**src/rtl/y86_pkg.sv**
```systemverilog
// y86_pkg: Y86 icode constants, fetch FSM state type and the icode->length decode.
// Latency: n/a (types, constants and a pure function).
// Backpressure: n/a.
package y86_pkg;

  localparam int INST_W = 48;

  localparam logic [3:0] IC_HALT   = 4'h0;
  localparam logic [3:0] IC_NOP    = 4'h1;
  localparam logic [3:0] IC_CMOV   = 4'h2;
  localparam logic [3:0] IC_IRMOVL = 4'h3;
  localparam logic [3:0] IC_RMMOVL = 4'h4;
  localparam logic [3:0] IC_MRMOVL = 4'h5;
  localparam logic [3:0] IC_OPL    = 4'h6;
  localparam logic [3:0] IC_JXX    = 4'h7;
  localparam logic [3:0] IC_CALL   = 4'h8;
  localparam logic [3:0] IC_RET    = 4'h9;
  localparam logic [3:0] IC_PUSHL  = 4'hA;
  localparam logic [3:0] IC_POPL   = 4'hB;

  // Register id of %esp.
  localparam logic [3:0] RESP = 4'h4;

  typedef enum logic {
    ST_FETCH = 1'b0,
    ST_HALT  = 1'b1
  } fetch_state_t;

  // Instruction length in bytes; unknown icodes are treated as 1 byte so
  // fetch can step past them.
  function automatic logic [2:0] inst_len(input logic [3:0] icode);
    case (icode)
      IC_HALT, IC_NOP, IC_RET:             inst_len = 3'd1;
      IC_CMOV, IC_OPL, IC_PUSHL, IC_POPL:  inst_len = 3'd2;
      IC_JXX, IC_CALL:                     inst_len = 3'd5;
      IC_IRMOVL, IC_RMMOVL, IC_MRMOVL:     inst_len = 3'd6;
      default:                             inst_len = 3'd1;
    endcase
  endfunction

  function automatic logic icode_ok(input logic [3:0] icode);
    icode_ok = (icode <= IC_POPL);
  endfunction

endpackage

```
**src/rtl/fetch_byteq.sv**
```systemverilog
// fetch_byteq: byte shift queue; push 0..4 bytes at the tail, pop 0..6 from the head.
// Latency: push/pop/flush take effect on the next clock; head/count are registered state.
// Backpressure: none internally; the caller must keep pop<=count and count-pop+push<=QBYTES.
//
// Ports: clk, rst (sync, active-high), flush (empties queue, beats push/pop),
//   pop_n, push_n, push_dat (byte k of push at [8k+7:8k]),
//   count (bytes held), head (byte 0 at [47:40] ... byte 5 at [7:0]).
module fetch_byteq
  import y86_pkg::*;
#(
  parameter int QBYTES = 12,
  localparam int CW = $clog2(QBYTES + 1)
) (
  input  logic              clk,
  input  logic              rst,
  input  logic              flush,
  input  logic [2:0]        pop_n,
  input  logic [2:0]        push_n,
  input  logic [31:0]       push_dat,
  output logic [CW-1:0]     count,
  output logic [INST_W-1:0] head
);

  localparam int QW = 8 * QBYTES;

  // Byte i lives at qv[8i+7:8i]. Bytes at or above count are kept zero, so
  // a pop shifting zeros in from the top and an OR for the push suffices.
  logic [QW-1:0] qv, qv_nxt, shifted, ins;
  logic [31:0]   pdat;
  logic [CW-1:0] base, cnt_nxt;

  always_comb begin
    shifted = qv >> {pop_n, 3'b000};
    pdat    = push_dat & ~(32'hFFFF_FFFF << {push_n, 3'b000});
    base    = count - CW'(pop_n);
    ins     = QW'(pdat) << {base, 3'b000};
    if (flush) begin
      qv_nxt  = '0;
      cnt_nxt = '0;
    end else begin
      qv_nxt  = shifted | ins;
      cnt_nxt = base + CW'(push_n);
    end
  end

  always_ff @(posedge clk) begin
    if (rst) begin
      qv    <= '0;
      count <= '0;
    end else begin
      qv    <= qv_nxt;
      count <= cnt_nxt;
    end
  end

  always_comb begin
    head = '0;
    for (int i = 0; i < 6; i++) head[INST_W-1-8*i -: 8] = qv[8*i +: 8];
  end

endmodule

```
**src/rtl/fetch_ctrl.sv**
```systemverilog
// fetch_ctrl: Y86 fetch sequencer; owns the PC, reads imem words, presents one instruction per handshake.
// Latency: instruction valid the cycle after the ack completing it; 2 cycles from redirect at 0 wait states.
// Backpressure: inst_ready_i low holds the presented instruction; fetch stops once the byte queue is over QBYTES-4.
//
// Ports: clk, rst (sync, active-high);
//   imem_req_o/imem_addr_o/imem_ack_i/imem_rdata_i  word read, req held until ack;
//   inst_valid_o/inst_ready_i/inst_o/pc_o/len_o/inst_invalid_o  instruction out;
//   halted_o  HALT accepted; redirect_i/redirect_pc_i  flush and restart.
module fetch_ctrl
  import y86_pkg::*;
#(
  parameter logic [31:0] RESET_PC = 32'h0000_0000,
  parameter int          QBYTES   = 12
) (
  input  logic              clk,
  input  logic              rst,
  output logic              imem_req_o,
  output logic [31:0]       imem_addr_o,
  input  logic              imem_ack_i,
  input  logic [31:0]       imem_rdata_i,
  output logic              inst_valid_o,
  input  logic              inst_ready_i,
  output logic [INST_W-1:0] inst_o,
  output logic [31:0]       pc_o,
  output logic [2:0]        len_o,
  output logic              inst_invalid_o,
  output logic              halted_o,
  input  logic              redirect_i,
  input  logic [31:0]       redirect_pc_i
);

  localparam int CW = $clog2(QBYTES + 1);

  fetch_state_t      state, state_nxt;
  logic [31:0]       pc, faddr, addr_q, issue_addr, push_dat;
  logic [1:0]        skip;
  logic              req_q, discard;
  logic              present, fire, ack_take, issue;
  logic [CW-1:0]     count;
  logic [INST_W-1:0] head;
  logic [3:0]        head_icode;
  logic [2:0]        head_len, pop_n, push_n;

  assign head_icode = head[INST_W-1 -: 4];
  assign head_len   = inst_len(head_icode);

  fetch_byteq #(.QBYTES(QBYTES)) u_byteq (
    .clk      (clk),
    .rst      (rst),
    .flush    (redirect_i),
    .pop_n    (pop_n),
    .push_n   (push_n),
    .push_dat (push_dat),
    .count    (count),
    .head     (head)
  );

  // State register.
  always_ff @(posedge clk) begin
    if (rst) state <= ST_FETCH;
    else     state <= state_nxt;
  end

  // Next state: redirect always restarts fetch; accepting a HALT parks us.
  always_comb begin
    state_nxt = state;
    if (redirect_i)
      state_nxt = ST_FETCH;
    else if (state == ST_FETCH && fire && head_icode == IC_HALT)
      state_nxt = ST_HALT;
  end

  // Outputs and per-cycle control.
  always_comb begin
    present  = (state == ST_FETCH) && (count != '0) && (count >= CW'(head_len));
    fire     = present && inst_ready_i && !redirect_i;
    pop_n    = fire ? head_len : 3'd0;

    // Data of an ack belonging to a pre-redirect request is never pushed.
    ack_take = req_q && imem_ack_i && !discard && !redirect_i;
    push_n   = ack_take ? (3'd4 - {1'b0, skip}) : 3'd0;
    push_dat = imem_rdata_i >> {skip, 3'b000};

    // A redirect with the bus idle issues straight to the new word so the
    // first instruction can be presented two cycles later. Gating on
    // state_nxt keeps a HALT being accepted from starting another read.
    issue_addr = faddr;
    if (redirect_i) begin
      issue      = !req_q;
      issue_addr = {redirect_pc_i[31:2], 2'b00};
    end else begin
      issue = (state_nxt == ST_FETCH) && !req_q && !discard &&
              (count <= CW'(QBYTES - 4));
    end

    inst_valid_o   = present;
    inst_o         = present ? head : '0;
    len_o          = present ? head_len : 3'd0;
    inst_invalid_o = present && !icode_ok(head_icode);
    halted_o       = (state == ST_HALT);
    pc_o           = pc;
    imem_req_o     = req_q;
    imem_addr_o    = addr_q;
  end

  always_ff @(posedge clk) begin
    if (rst) begin
      pc      <= RESET_PC;
      faddr   <= {RESET_PC[31:2], 2'b00};
      skip    <= RESET_PC[1:0];
      req_q   <= 1'b0;
      addr_q  <= 32'h0;
      discard <= 1'b0;
    end else begin
      if (redirect_i)
        pc <= redirect_pc_i;
      else if (fire)
        pc <= pc + 32'(head_len);

      if (redirect_i) begin
        faddr <= {redirect_pc_i[31:2], 2'b00};
        skip  <= redirect_pc_i[1:0];
      end else if (ack_take) begin
        faddr <= faddr + 32'd4;
        skip  <= 2'd0;
      end

      // Request stays up with a stable address until acked, even across a
      // redirect; only one read is ever outstanding.
      if (issue) begin
        req_q  <= 1'b1;
        addr_q <= issue_addr;
      end else if (req_q && imem_ack_i) begin
        req_q <= 1'b0;
      end

      if (req_q && imem_ack_i)
        discard <= 1'b0;
      else if (redirect_i && req_q)
        discard <= 1'b1;
    end
  end

endmodule
```
**config.mk**
```make
export PLATFORM = sky130hd
export DESIGN_NAME = fetch_ctrl
export DESIGN_NICKNAME = d
export VERILOG_FILES = /design/src/rtl/y86_pkg.sv /design/src/rtl/fetch_byteq.sv /design/src/rtl/fetch_ctrl.sv
export SDC_FILE = /design/constraint.sdc
export NUM_CORES = 1
export LEC_CHECK = 0
export CAP_MARGIN = 15
export CORE_MARGIN = 3
export CORE_UTILIZATION = 55
export DETAILED_ROUTE_END_ITERATION = 8
export GPL_TIMING_DRIVEN = 0
export PLACE_DENSITY = 0.92
export SLEW_MARGIN = 10
export SYNTH_ARGS = -nofsm -noshare
export SYNTH_HDL_FRONTEND = slang
export SYNTH_SLANG_ARGS = --single-unit
```
**constraint.sdc**
```tcl
create_clock -name clk -period 6.19 [get_ports clk]
set_input_delay 1.238 -clock clk [delete_from_list [all_inputs] [get_ports clk]]
set_output_delay 1.238 -clock clk [all_outputs]
set_load 0.005 [all_outputs]
```
After elaboration in Yosys (flattened, before gate mapping)
Memories as Yosys holds them, arrays and structs flattened. A register that Yosys moved wholly into a read port is not among the register bits.
Cells that the tools add are included.
{"block": "classes", "n_mux": 17, "add_sub_neg": 5, "n_lt_le_gt_ge": 3, "n_reduce_logical": 25, "shift": 4, "bitwise": 5}
{"cell": "$mux W32", "n": 5}
{"cell": "$or A96 B96 Y96", "n": 1}
{"cell": "$shl A32 B7 Y96", "n": 1}
{"cell": "$shr A96 B6 Y96", "n": 1}
{"cell": "$mux W48", "n": 1}
{"cell": "$add A32 B3 Y32", "n": 1}
{"cell": "$add A32 B3 Y32 const B", "n": 1}
{"cell": "$and A32 B32 Y32", "n": 1}
{"cell": "$not A32 Y32", "n": 1}
{"cell": "$shl A32 B6 Y32 const A", "n": 1}
{"cell": "$shr A32 B5 Y32", "n": 1}
{"cell": "$logic_and A1 B1 Y1", "n": 14}
{"cell": "$mux W3", "n": 3}
{"cell": "$le A4 B4 Y1 const B", "n": 2}
{"cell": "$reduce_bool A2 Y1", "n": 3}
{"cell": "$mux W1", "n": 5}
{"cell": "$add A4 B3 Y4", "n": 1}
{"cell": "$ge A4 B3 Y1", "n": 1}
{"cell": "$logic_not A1 Y1", "n": 4}
{"cell": "$logic_not A4 Y1", "n": 1}
{"cell": "$mux W2", "n": 2}
{"cell": "$mux W4", "n": 1}
{"cell": "$reduce_bool A4 Y1", "n": 1}
{"cell": "$reduce_or A2 Y1", "n": 2}
{"cell": "3 further kinds", "n": 4}
{"block": "totals", "ff_bits": 201, "word_cells": 70, "romBits": 48, "n_memories": 1}
{"name": "(name not given)", "words": 16, "width": 3, "rd": 1, "rd_clocked_by_memory_dff": 1, "write_ports": 0, "line_no": "y86_pkg.sv:32", "rtl": "case (icode)"}

Logic depth before layout (Yosys ltp)
Gate-level depths: netlist (run 1).
{"block": "logic_depth", "word_depth": 15, "mapped_depth": 18, "depth_no_buf": 14}

Cells and area by module
From an unflattened synthesis (run 1), not the netlist that was laid out.
{"block": "unflattened", "cells_unflattened": 1564, "area_unflattened_um2": 13228.9}
{"module": "fetch_byteq", "cells_per_inst": 825, "area_per_inst_um2": 7252.0, "seq_area_each_um2": 2001.9, "n_inst": 1}
{"module": "fetch_ctrl", "cells_per_inst": 739, "area_per_inst_um2": 5977.0, "seq_area_each_um2": 1941.9, "n_inst": 1}

Worst setup path after synthesis (run 1)
OpenSTA, ideal clock, no wires.
{"block": "synth_timing", "kind": "input-to-reg", "startpoint": "input port redirect_i", "endpoint": "register u_byteq.count[3]", "setup_slack_ps": 1666, "arrival_ps": 4396, "path_buffers": 5, "t_required_ps": 6062, "cell_stages": 15, "path_cell_list": "buf_2 nor4_1 nand2_1 inv_2 buf_4 clkbuf_1 fa_1 inv_1 clkbuf_1 buf_1 ha_1 a21o_1 a21oi_1 xnor2_1 nor2_1"}
{"block": "synth_between", "elab_chain_len": 5, "elab_cells_between_ends": 8, "cone_classes": "2 x add/sub; 2 x mux; 4 x reduce/logical"}
{"element": "from (decl)", "line_no": "fetch_ctrl.sv:28", "rtl": "input logic redirect_i,"}
{"element": "$logic_not A1 Y1", "line_no": "fetch_ctrl.sv:76, fetch_ctrl.sv:80"}
{"element": "$logic_and A1 B1 Y1", "line_no": "fetch_ctrl.sv:76", "rtl": "fire = present && inst_ready_i && !redirect_i;"}
{"element": "$mux W3", "line_no": "fetch_ctrl.sv:77", "rtl": "pop_n = fire ? head_len : 3'd0;"}
{"element": "$sub A4 B3 Y4", "line_no": "fetch_byteq.sv:35", "rtl": "base = count - CW'(pop_n);"}
{"element": "$add A4 B3 Y4", "line_no": "fetch_byteq.sv:42", "rtl": "cnt_nxt = base + CW'(push_n);"}
{"element": "to (signal assigned)", "line_no": "fetch_byteq.sv:52", "rtl": "count <= cnt_nxt;"}
{"element": "to (decl)", "line_no": "fetch_byteq.sv:20", "rtl": "output logic [CW-1:0] count,"}
Several ways; a longest one is shown, not always the timed one.
A chain may end at the register's enable or synchronous reset.

Final worst setup path (run 1)
{"block": "layout_timing", "startpoint": "input port redirect_i", "endpoint": "register u_byteq.qv[47]"}
{"block": "layout_between", "elab_chain_len": 8, "elab_cells_between_ends": 13, "cone_classes": "1 x add/sub; 3 x shift; 2 x mux; 3 x bitwise; 4 x reduce/logical"}
{"element": "$logic_not A1 Y1", "line_no": "fetch_ctrl.sv:76, fetch_ctrl.sv:80"}
{"element": "$logic_and A1 B1 Y1", "line_no": "fetch_ctrl.sv:80", "rtl": "ack_take = req_q && imem_ack_i && !discard && !redirect_i;"}
{"element": "$mux W3", "line_no": "fetch_ctrl.sv:81", "rtl": "push_n = ack_take ? (3'd4 - {1'b0, skip}) : 3'd0;"}
{"element": "$shl A32 B6 Y32", "line_no": "fetch_byteq.sv:34", "rtl": "pdat = push_dat & ~(32'hFFFF_FFFF << {push_n, 3'b000});"}
{"element": "$not A32 Y32", "line_no": "fetch_byteq.sv:34"}
{"element": "$and A32 B32 Y32", "line_no": "fetch_byteq.sv:34"}
{"element": "$shl A32 B7 Y96", "line_no": "fetch_byteq.sv:36", "rtl": "ins = QW'(pdat) << {base, 3'b000};"}
{"element": "$or A96 B96 Y96", "line_no": "fetch_byteq.sv:41", "rtl": "qv_nxt = shifted | ins;"}
{"element": "to (signal assigned)", "line_no": "fetch_byteq.sv:51", "rtl": "qv <= qv_nxt;"}
{"element": "to (decl)", "line_no": "fetch_byteq.sv:28", "rtl": "logic [QW-1:0] qv, qv_nxt, shifted, ins;"}
Several ways; a longest one is shown, not always the timed one.

==> results of run 1 <==
## per-stage QoR
step | power, mW | utilization [%] | std cells | cell area [sq um]
finish | 3.078 | 68.94 | 2114 | 15750
global route | 3.149 | 68.94 | 2114 | 15750
CTS | 3.049 | 68.94 | 2114 | 15750
detailed placement | 1.854 | 66.16 | 2082 | 15110
global placement | 1.842 | 66.16 | 2082 | 15110
floorplan | 1.632 | - | 1585 | 12880
## state kept, by name (all words and copies together), names as in the netlist
signal / count
halted_o: 1
imem_addr_o: 30
imem_req_o: 1
skip: 2
u_byteq.count: 4
faddr: 30
head_len: 3
discard: 1
pc_o: 32
u_byteq.qv: 96
## power breakdown
| part | total [mW] | switching (mW) | internal (mW) |
|---|---|---|---|
| Combinational | 0.449 | 0.244 | 0.205 |
| Clock | 1.23 | 0.634 | 0.600 |
| Sequential | 1.39 | 0.0539 | 1.34 |
## critical path: stages
cell             delay (ns)
clkdlybuf4s50_1        0.45
buf_2                  0.22
nor4_1                 0.49
nand2_1                0.22
inv_2                  0.13
buf_4                  0.20
clkbuf_1               0.56
fa_1                   0.35
nand2b_1               0.12
o21ai_0                0.25
o32a_1                 0.34
clkbuf_1               0.61
clkbuf_1               0.61
a31oi_1                0.30
a31oi_1                0.26
## per-layer routing
metal  vias up  routed length [um]  global-route usage (%)
li1       6134                   -                       -
met1      6470               20790                   52.78
met2      1016               22400                   60.52
met3       145                6011                   9.131
met4         2                1622                   13.41
met5         -                  13                       0
## logic make-up after synthesis
group | count (synthesis) | synth area share, %
flops | 200 | 31.09
xor+xnor | 59 | 4.013
simple gates | 577 | 21.43
buf+inv | 175 | 6.005
fa+ha+maj | 17 | 1.827
compound gates | 362 | 20.19
mux | 193 | 15.41
other cells | 1 | 0.02912
## cells in the final DEF, fill, tap and decap left out, types with 44 or more instances in the layout
| cell | count |
|---|---|
| and2_1 | 54 |
| nor2_1 | 108 |
| a21oi_1 | 76 |
| nand2_1 | 223 |
| clkbuf_1 | 76 |
| nand3_1 | 65 |
| a31oi_1 | 46 |
| a211oi_1 | 44 |
| clkdlybuf4s50_1 | 184 |
| dfxtp_1 | 200 |
| mux2i_1 | 169 |
## worst max-delay path by stage
stage,end,cells past startpoint,startpoint
floorplan,u_byteq.count[3]$_SDFF_PP0_,15,redirect_i
global placement,u_byteq.qv[47]$_SDFF_PP0_,16,redirect_i
detailed placement,u_byteq.qv[47]$_SDFF_PP0_,16,redirect_i
CTS,u_byteq.qv[47]$_SDFF_PP0_,16,redirect_i
global route,u_byteq.qv[47]$_SDFF_PP0_,16,redirect_i
finish,u_byteq.qv[47]$_SDFF_PP0_,15,redirect_i
## final cells by class
type | count | area share [%]
clock buffers | 17 | 2.701
multi-input cells | 1210 | 51.45
flip-flops and latches | 200 | 25.42
inverters | 46 | 1.096
well taps | 313 | 2.486
plain buffers | 129 | 3.813
clock inverters | 15 | 1.335
repair buffers | 184 | 11.69
==> results.sh, run 1 <==
export IMPL_num_vias=13770
export IMPL_clockBufferDepth=2
export IMPL_grt_pass1_vias=13280
export IMPL_cp_required_ns=6.56
export IMPL_worstSetupEndpointType="flip-flop"
export IMPL_tns_ns=0
export IMPL_fillCellCount=1927
export IMPL_netlist_area_leader_share_pct=31.09
export IMPL_antenna_found_initial=1
export IMPL_wl_per_cell_um=24.05
export IMPL_ios=188
export IMPL_slew_headroom_pct=24.72
export IMPL_syn2layout_area_growth_pct=22.31
export IMPL_ff_latch_area_sq_mm=0.004004
export IMPL_async_flop_share_pct=0
export IMPL_ir_drop_mv=0.1555
export IMPL_synth_top_area_cell="dfxtp_1"
export IMPL_gr_total_overflow=0
export IMPL_worst_pin_slew_ns=1.119
export IMPL_die_w_um=159.0
export IMPL_post_cts_resized=0
export IMPL_drc=0
export IMPL_fin_skew_ns=0.01627
export IMPL_status="finished clean"
export IMPL_synth_edf_count=0
export IMPL_rr_worst_depth=16
export IMPL_grt_pass1_wl_um=78460
export IMPL_critPathMaxFanout=10
export IMPL_hold_start="imem_addr_o[5]$_SDFFE_PP0P_"
export IMPL_ff2ff_setup_slack_ns=0.52
export IMPL_place_worst_setup_slack_ns=0.08154
export IMPL_hold_viol=0
export IMPL_cts_sinks=200
export IMPL_power_static_leakage_nw=5.599
export IMPL_fin_crit_sh_pct=96.88
export IMPL_cts_made_buffers=17
export IMPL_hold_path_depth=2
export IMPL_seq_area_frac_synth_pct=31.09
export IMPL_r2r_start="head_len[2]$_DFF_P_"
export IMPL_cts_max_level=4
export IMPL_min_period_ns=5.997
export IMPL_hold_buffers=0
export IMPL_ant_nets=0
export IMPL_synth_area_sq_mm=0.01288
export IMPL_r2r_end="u_byteq.qv[47]$_SDFF_PP0_"
export IMPL_ctsRootBufferMaster="clkbuf_16"
export IMPL_antenna_cells=0
export IMPL_dr_first_iter_drc_count=1879
export IMPL_viasPerCell=6.512
export IMPL_gp_congestion=1.016
export IMPL_fmax_ghz=0.1668
export IMPL_insertion_delay_ns=0.47
export IMPL_min_path_type="flip-flop to flip-flop"
export IMPL_dieArea_sq_mm=0.02529
export IMPL_yosysMostFrequentCell="nand2_1"
export IMPL_holdWs_ns=0.5065
export IMPL_worstPathArrival_ns=6.37
export IMPL_wl_um=50840
export IMPL_drive_gt1_share_pct=6.330
export IMPL_holdPathEnd="imem_addr_o[5]$_SDFFE_PP0P_"
export IMPL_hpwlAfterDp_um=39870
export IMPL_cp_start_kind="input pin"
export IMPL_ys_types=80
export IMPL_coreArea_sq_mm=0.02285
export IMPL_synth_area_leaders="dfxtp_1 (31%), mux2i_1 (13%), nand2_1 (6.5%), nor2_1 (3.1%), a21oi_1 (3.0%)"
export IMPL_yosys_warnings=0
export IMPL_drv_slew=0
export IMPL_crit_type="input pin to flip-flop"
export IMPL_cts_tree="done"
export IMPL_grt_max_degree=23
export IMPL_ys_top_cells_by_count="nand2_1 (223), dfxtp_1 (200), mux2i_1 (169)"
export IMPL_setup_viol=0
export IMPL_synth_cells=1584
export IMPL_ys_seq_elements=200
export IMPL_postCtsSetupRepairBufs=0
export IMPL_port_buffers=184
export IMPL_initial_utilization_pct=56.36
export IMPL_rsz0062_at_grt="no"
export IMPL_grtUsageTotal_pct=38.75
export IMPL_num_rows=55
export IMPL_synth_avg_cell_area_sq_um=8.130
export IMPL_clk_pin_slew_ns=0.08
export IMPL_ys_flop_type="dfxtp_1"
export IMPL_die_h_um=159.0
export IMPL_max_cap_violations=0
export IMPL_setup_ws_ns=0.1932
export IMPL_drt_first_pass_iters=8
export IMPL_p_per_area_mw_per_mm2=195.4
export IMPL_multiInputGateArea_sq_mm=0.008104
export IMPL_nets=1874
(Power assumes the default switching activity.)
==> inputs of run 2 (changes only) <==
CORE_MARGIN = 1.5   (was 3)
==> run 2 against run 1 <==
Final cell count unchanged. Sequential power about the same. Core utilization increased by 0.11 points. Die area decreased by 3.7%. Count of clock-buffer cells in the layout unchanged. Highest routed layer unchanged.
==> results.sh, run 2 (synthesis gave the netlist of run 1 again) <==
export IMPL_dr_first_iter_drc_count=1928
export IMPL_wl_um=48660
export IMPL_ir_drop_mv=0.1791
export IMPL_status="finished clean"
export IMPL_holdWs_ns=0.5051
export IMPL_gr_total_overflow=0
export IMPL_fin_crit_sh_pct=97.30
export IMPL_cts_made_buffers=17
export IMPL_worstSetupEndpointType="flip-flop"
export IMPL_antenna_found_initial=1
export IMPL_min_period_ns=6.023
export IMPL_grt_max_degree=23
export IMPL_die_w_um=156.0
export IMPL_cpPeakStageDelay_ns=0.65
export IMPL_crit_end="u_byteq.qv[37]$_SDFF_PP0_"
export IMPL_cp_cell_sequence="clkdlybuf4s50_1 -> clkinv_1 -> nand3_1 -> nor3_1 -> inv_2 -> buf_2 -> buf_1 -> ha_1 -> nand2b_1 -> o21ai_0 -> o32a_1 -> clkbuf_1 -> clkbuf_1 -> a32oi_1 -> a31oi_1"
export IMPL_grt_pass1_vias=13050
export IMPL_crit_path_start="redirect_i"
export IMPL_drv_slew=0
export IMPL_cts_sinks=200
export IMPL_hold_buffers=0
export IMPL_hpwlAfterDp_um=38370
export IMPL_clk_pin_slew_ns=0.08
export IMPL_setup_viol=0
export IMPL_cp_required_ns=6.56
export IMPL_cp_slowest_cell="clkbuf_1"
export IMPL_hold_viol=0
export IMPL_dieArea_sq_mm=0.02434
export IMPL_crit_type="input pin to flip-flop"
export IMPL_final_cell_mix="nand2_1 (223), dfxtp_1 (200), clkdlybuf4s50_1 (184)"
export IMPL_worstPathArrival_ns=6.39
export IMPL_num_rows=55
export IMPL_ff2ff_setup_slack_ns=0.43
export IMPL_ant_nets=0
export IMPL_regMostFlops="u_byteq.qv"
export IMPL_gp_congestion=0.9887
export IMPL_power_static_leakage_nw=5.585
export IMPL_drc=0
export IMPL_place_worst_setup_slack_ns=0.1606
export IMPL_cpMostUsedCell="clkbuf_1"
export IMPL_rr_worst_depth=16
export IMPL_viasPerCell=6.431
export IMPL_wl_per_cell_um=23.02
export IMPL_num_vias=13600
export IMPL_ios=188
export IMPL_postCtsSetupRepairBufs=0
export IMPL_ctsRootBufferMaster="clkbuf_16"
export IMPL_fin_skew_ns=0.01317
export IMPL_rsz0062_at_grt="no"
export IMPL_place_area_sq_mm=0.01511
export IMPL_final_area_sq_mm=0.01573
export IMPL_worst_pin_slew_ns=1.227
export IMPL_clockBufferDepth=2
export IMPL_p_per_area_mw_per_mm2=191.7
export IMPL_fmax_ghz=0.1660
export IMPL_cp_start_kind="input pin"
export IMPL_cts_max_level=4
export IMPL_nets=1874
export IMPL_ff_latch_area_sq_mm=0.004004
export IMPL_insertion_delay_ns=0.46
export IMPL_slew_headroom_pct=17.47
export IMPL_drive_gt1_share_pct=6.330
export IMPL_max_cap_violations=0
export IMPL_port_buffers=184
export IMPL_r2r_start="head_len[2]$_DFF_P_"
export IMPL_largest_reg_flops=96
export IMPL_syn2layout_area_growth_pct=22.13
export IMPL_coreArea_sq_mm=0.02278
export IMPL_multiInputGateArea_sq_mm=0.008104
export IMPL_antenna_cells=0
export IMPL_grtUsageTotal_pct=39.35
export IMPL_layout_commonest_cell="nand2_1"
export IMPL_min_path_type="flip-flop to flip-flop"
export IMPL_cts_tree="done"
export IMPL_critPathMaxFanout=10
export IMPL_setup_ws_ns=0.1672
export IMPL_r2r_end="u_byteq.qv[37]$_SDFF_PP0_"
export IMPL_fillCellCount=1869
export IMPL_tns_ns=0
export IMPL_drt_first_pass_iters=7
export IMPL_initial_utilization_pct=56.53
export IMPL_die_h_um=156.0
export IMPL_grt_pass1_wl_um=73980
export IMPL_post_cts_resized=0
[run 2: cell count changes in the layout (fill, tap and decap cells not counted), sizes merged]
cell      change
bufinv        -1
inv           -1
clkinvlp      +1
clkinv        +1
[run 2: worst max-delay path: cells and delay by family]
family | cells | cell delay, ns
buf+inv | 7 | 3.00
compound gates | 4 | 1.25
simple gates | 3 | 0.50
fa+ha+maj | 1 | 0.38
[run 2: stage by stage]
step                instances  power (mW)  utilization, %
floorplan                1585       1.632               -
global placement         2082       1.836           66.36
detailed placement       2082       1.848           66.36
CTS                      2114       2.991           69.05
global route             2114       3.085           69.05
finish                   2114       3.015           69.05
[run 2: worst min-delay path by stage]
stage                                         endpoint                         start  slack, ns  cells after the start
final                      imem_addr_o[5]$_SDFFE_PP0P_   imem_addr_o[5]$_SDFFE_PP0P_       0.51                      2
after global routing       imem_addr_o[5]$_SDFFE_PP0P_   imem_addr_o[5]$_SDFFE_PP0P_       0.53                      2
after CTS                  imem_addr_o[7]$_SDFFE_PP0P_   imem_addr_o[7]$_SDFFE_PP0P_       0.51                      2
after detailed placement   imem_addr_o[7]$_SDFFE_PP0P_   imem_addr_o[7]$_SDFFE_PP0P_       0.49                      2
after global placement    imem_addr_o[22]$_SDFFE_PP0P_  imem_addr_o[22]$_SDFFE_PP0P_       0.49                      2
after floorplan                  faddr[3]$_SDFFE_PP0P_         faddr[3]$_SDFFE_PP0P_       0.48                      2
[run 2: per-layer routing]
layer  wire length, um  vias to the layer above  track usage, %
met5                13                        -               0
met4              1536                        2           14.06
met3              5901                      140           12.17
met2             21540                      975           61.52
met1             19660                     6347           51.07
li1                  -                     6132               -
[run 2: cell type report]
type,instances,share of cell area [%]
Inverter,46,1.098
Multi-Input combinational cell,1210,51.53
Sequential cell,200,25.46
Clock buffer,17,2.705
Timing Repair Buffer,184,11.71
Tap cell,313,2.490
Buffer,129,3.819
Clock inverter,15,1.193
[run 2: power by group]
| group | internal, mW | total (mW) | switching (mW) |
|---|---|---|---|
| clock | 0.557 | 1.18 | 0.620 |
| combinational | 0.205 | 0.444 | 0.238 |
| sequential | 1.34 | 1.39 | 0.0531 |
==> inputs of run 3 (changes only) <==
--- a/config.mk
+++ b/config.mk
@@ -9,6 +9,6 @@
 export CORE_MARGIN = 1.5
-export CORE_UTILIZATION = 55
+export CORE_UTILIZATION = 45
 export DETAILED_ROUTE_END_ITERATION = 8
 export GPL_TIMING_DRIVEN = 0
-export PLACE_DENSITY = 0.92
+export PLACE_DENSITY = 0.79
 export SLEW_MARGIN = 10
--- a/constraint.sdc
+++ b/constraint.sdc
@@ -3,2 +3,2 @@
 set_output_delay 1.238 -clock clk [all_outputs]
-set_load 0.005 [all_outputs]
+set_load 0.05 [all_outputs]
==> run 3 against run 2 <==
Global-route usage fell by 5.8 points. Register-to-register slack got worse by 0.02 ns. Sequential share of layout area fell by 0.18 points. Core utilization down 12 points. Setup slack better by 0.013 ns. Hold slack barely moved. Routed wire length increased by 3.1%. Design area is 0.72% higher. Sequential cell count did not move. Final cell count rose by 3.1%. First-iteration DRC count down 9.0%. Count of clock-buffer cells in the layout unchanged. Critical path type unchanged. Largest power group unchanged. Highest routed layer is now met4.
==> results.sh, run 3 (synthesis gave the netlist of run 1 again) <==
export IMPL_status="finished clean"
export IMPL_power_static_leakage_nw=5.599
export IMPL_ios=188
export IMPL_gr_total_overflow=0
export IMPL_critPathMaxFanout=10
export IMPL_fillCellCount=2584
export IMPL_crit_type="input pin to flip-flop"
export IMPL_dieArea_sq_mm=0.02964
export IMPL_num_vias=13450
export IMPL_coreArea_sq_mm=0.02801
export IMPL_largest_reg_flops=96
export IMPL_cpPeakStageDelay_ns=0.62
export IMPL_slew_headroom_pct=26.78
export IMPL_viasPerCell=6.172
export IMPL_tns_ns=0
export IMPL_finalPower_mw=3.179
export IMPL_fmax_ghz=0.1664
export IMPL_worst_pin_slew_ns=1.088
export IMPL_initial_utilization_pct=45.97
export IMPL_grt_pass1_wl_um=75470
export IMPL_hpwlAfterDp_um=39660
export IMPL_rsz0062_at_grt="no"
export IMPL_p_per_area_mw_per_mm2=200.7
export IMPL_ctsRootBufferMaster="clkbuf_16"
export IMPL_wl_per_cell_um=23.02
export IMPL_stdcell_count=2179
export IMPL_clockBufferDepth=2
export IMPL_fin_crit_sh_pct=97.09
export IMPL_cts_tree="done"
export IMPL_post_cts_resized=0
export IMPL_clk_pin_slew_ns=0.09
export IMPL_gp_congestion=0.9478
export IMPL_die_w_um=172.2
export IMPL_multiInputGateArea_sq_mm=0.008104
export IMPL_syn2layout_area_growth_pct=23.02
export IMPL_cts_made_buffers=17
export IMPL_grt_max_degree=25
export IMPL_nets=1874
export IMPL_antenna_found_initial=0
export IMPL_wl_um=50160
export IMPL_num_rows=61
export IMPL_regMostFlops="u_byteq.qv"
export IMPL_hold_buffers=0
export IMPL_drc=0
export IMPL_dp_cells=2147
export IMPL_antenna_cells=0
export IMPL_layout_commonest_cell="nand2_1"
export IMPL_cts_sinks=200
export IMPL_port_buffers=184
export IMPL_cp_cell_sequence="clkdlybuf4s50_1 -> clkinv_1 -> nand4_2 -> nor2_2 -> buf_6 -> buf_6 -> buf_2 -> ha_1 -> fa_1 -> nand2b_1 -> nor4_1 -> o32a_1 -> clkbuf_1 -> clkbuf_1 -> a32oi_1 -> a31oi_1"
export IMPL_ant_nets=0
export IMPL_drv_slew=0
export IMPL_insertion_delay_ns=0.46
export IMPL_cts_max_level=4
export IMPL_cp_required_ns=6.55
export IMPL_setup_viol=0
export IMPL_cp_start_kind="input pin"
export IMPL_final_cell_mix="nand2_1 (223), dfxtp_1 (200), clkdlybuf4s50_1 (184)"
export IMPL_cp_slowest_cell="clkbuf_1"
export IMPL_min_period_ns=6.010
export IMPL_worstPathArrival_ns=6.37
export IMPL_die_h_um=172.2
export IMPL_hold_viol=0
export IMPL_min_path_type="flip-flop to flip-flop"
export IMPL_place_worst_setup_slack_ns=0.04738
export IMPL_fin_skew_ns=0.01658
export IMPL_max_cap_violations=0
export IMPL_ff_latch_area_sq_mm=0.004004
export IMPL_grtUsageTotal_pct=33.58
export IMPL_ir_drop_mv=0.1832
export IMPL_dr_first_iter_drc_count=1754
export IMPL_grt_pass1_vias=12610
export IMPL_postCtsSetupRepairBufs=0
export IMPL_worstSetupEndpointType="flip-flop"
export IMPL_drt_first_pass_iters=9
export IMPL_setup_ws_ns=0.1803
export IMPL_drive_gt1_share_pct=6.330
==> run 3: cell types whose count changed in the layout (fill, tap and decap cells not counted), sizes merged <==
cell,change
clkinvlp,-1
clkinv,+1
==> run 3: critical path, delay by kind of cell <==
family | cells | cell delay (ns)
compound gates | 3 | 0.97
fa+ha+maj | 2 | 0.67
buf+inv | 7 | 2.58
simple gates | 4 | 0.88
==> run 3: area by class of cell <==
class	instances	share of cell area (%)
timing repair buffer	184	11.63
multi-input combinational	1210	51.16
sequential	200	25.27
buffer	129	3.791
tap	378	2.986
clock buffer	17	2.685
clock inverter	15	1.390
inverter	46	1.090
==> run 3: report_power, final <==
| part | internal [mW] | leakage (nW) | switching [mW] |
|---|---|---|---|
| sequential | 1.34 | 1.64 | 0.0536 |
| combinational | 0.205 | 3.65 | 0.363 |
| clock | 0.573 | 0.309 | 0.644 |
==> run 3: metal layers <==
layer	vias to the layer above	routed length (um)	GRT usage [%]
met5	-	0	0
met4	0	1031	8.280
met3	91	5364	7.073
met2	873	21900	51.60
met1	6349	21870	47.68
li1	6135	-	-
==> run 3: per-stage QoR <==
step / utilization (%) / instance area (sq um) / hold WS (ns)
6_report: 56.56 / 15840 / 0.5050
5_1_grt: 56.56 / 15840 / 0.5236
4_1_cts: 56.56 / 15840 / 0.5074
3_5_place_dp: 54.25 / 15200 / 0.4939
3_3_place_gp: 54.25 / 15200 / 0.4900
2_1_floorplan: - / 12880 / 0.4784
==> run 3: path summary, 6_finish.rpt <==
| check | start | to | slack [ns] | cells past startpoint |
|---|---|---|---|---|
| setup reg to reg | head_len[2]$_DFF_P_ | u_byteq.qv[37]$_SDFF_PP0_ | 0.41 | 17 |
| setup / recovery | redirect_i | u_byteq.qv[37]$_SDFF_PP0_ | 0.18 | 16 |
| hold / removal | imem_addr_o[5]$_SDFFE_PP0P_ | imem_addr_o[5]$_SDFFE_PP0P_ | 0.51 | 2 |
| hold reg to reg | imem_addr_o[5]$_SDFFE_PP0P_ | imem_addr_o[5]$_SDFFE_PP0P_ | 0.51 | 2 |
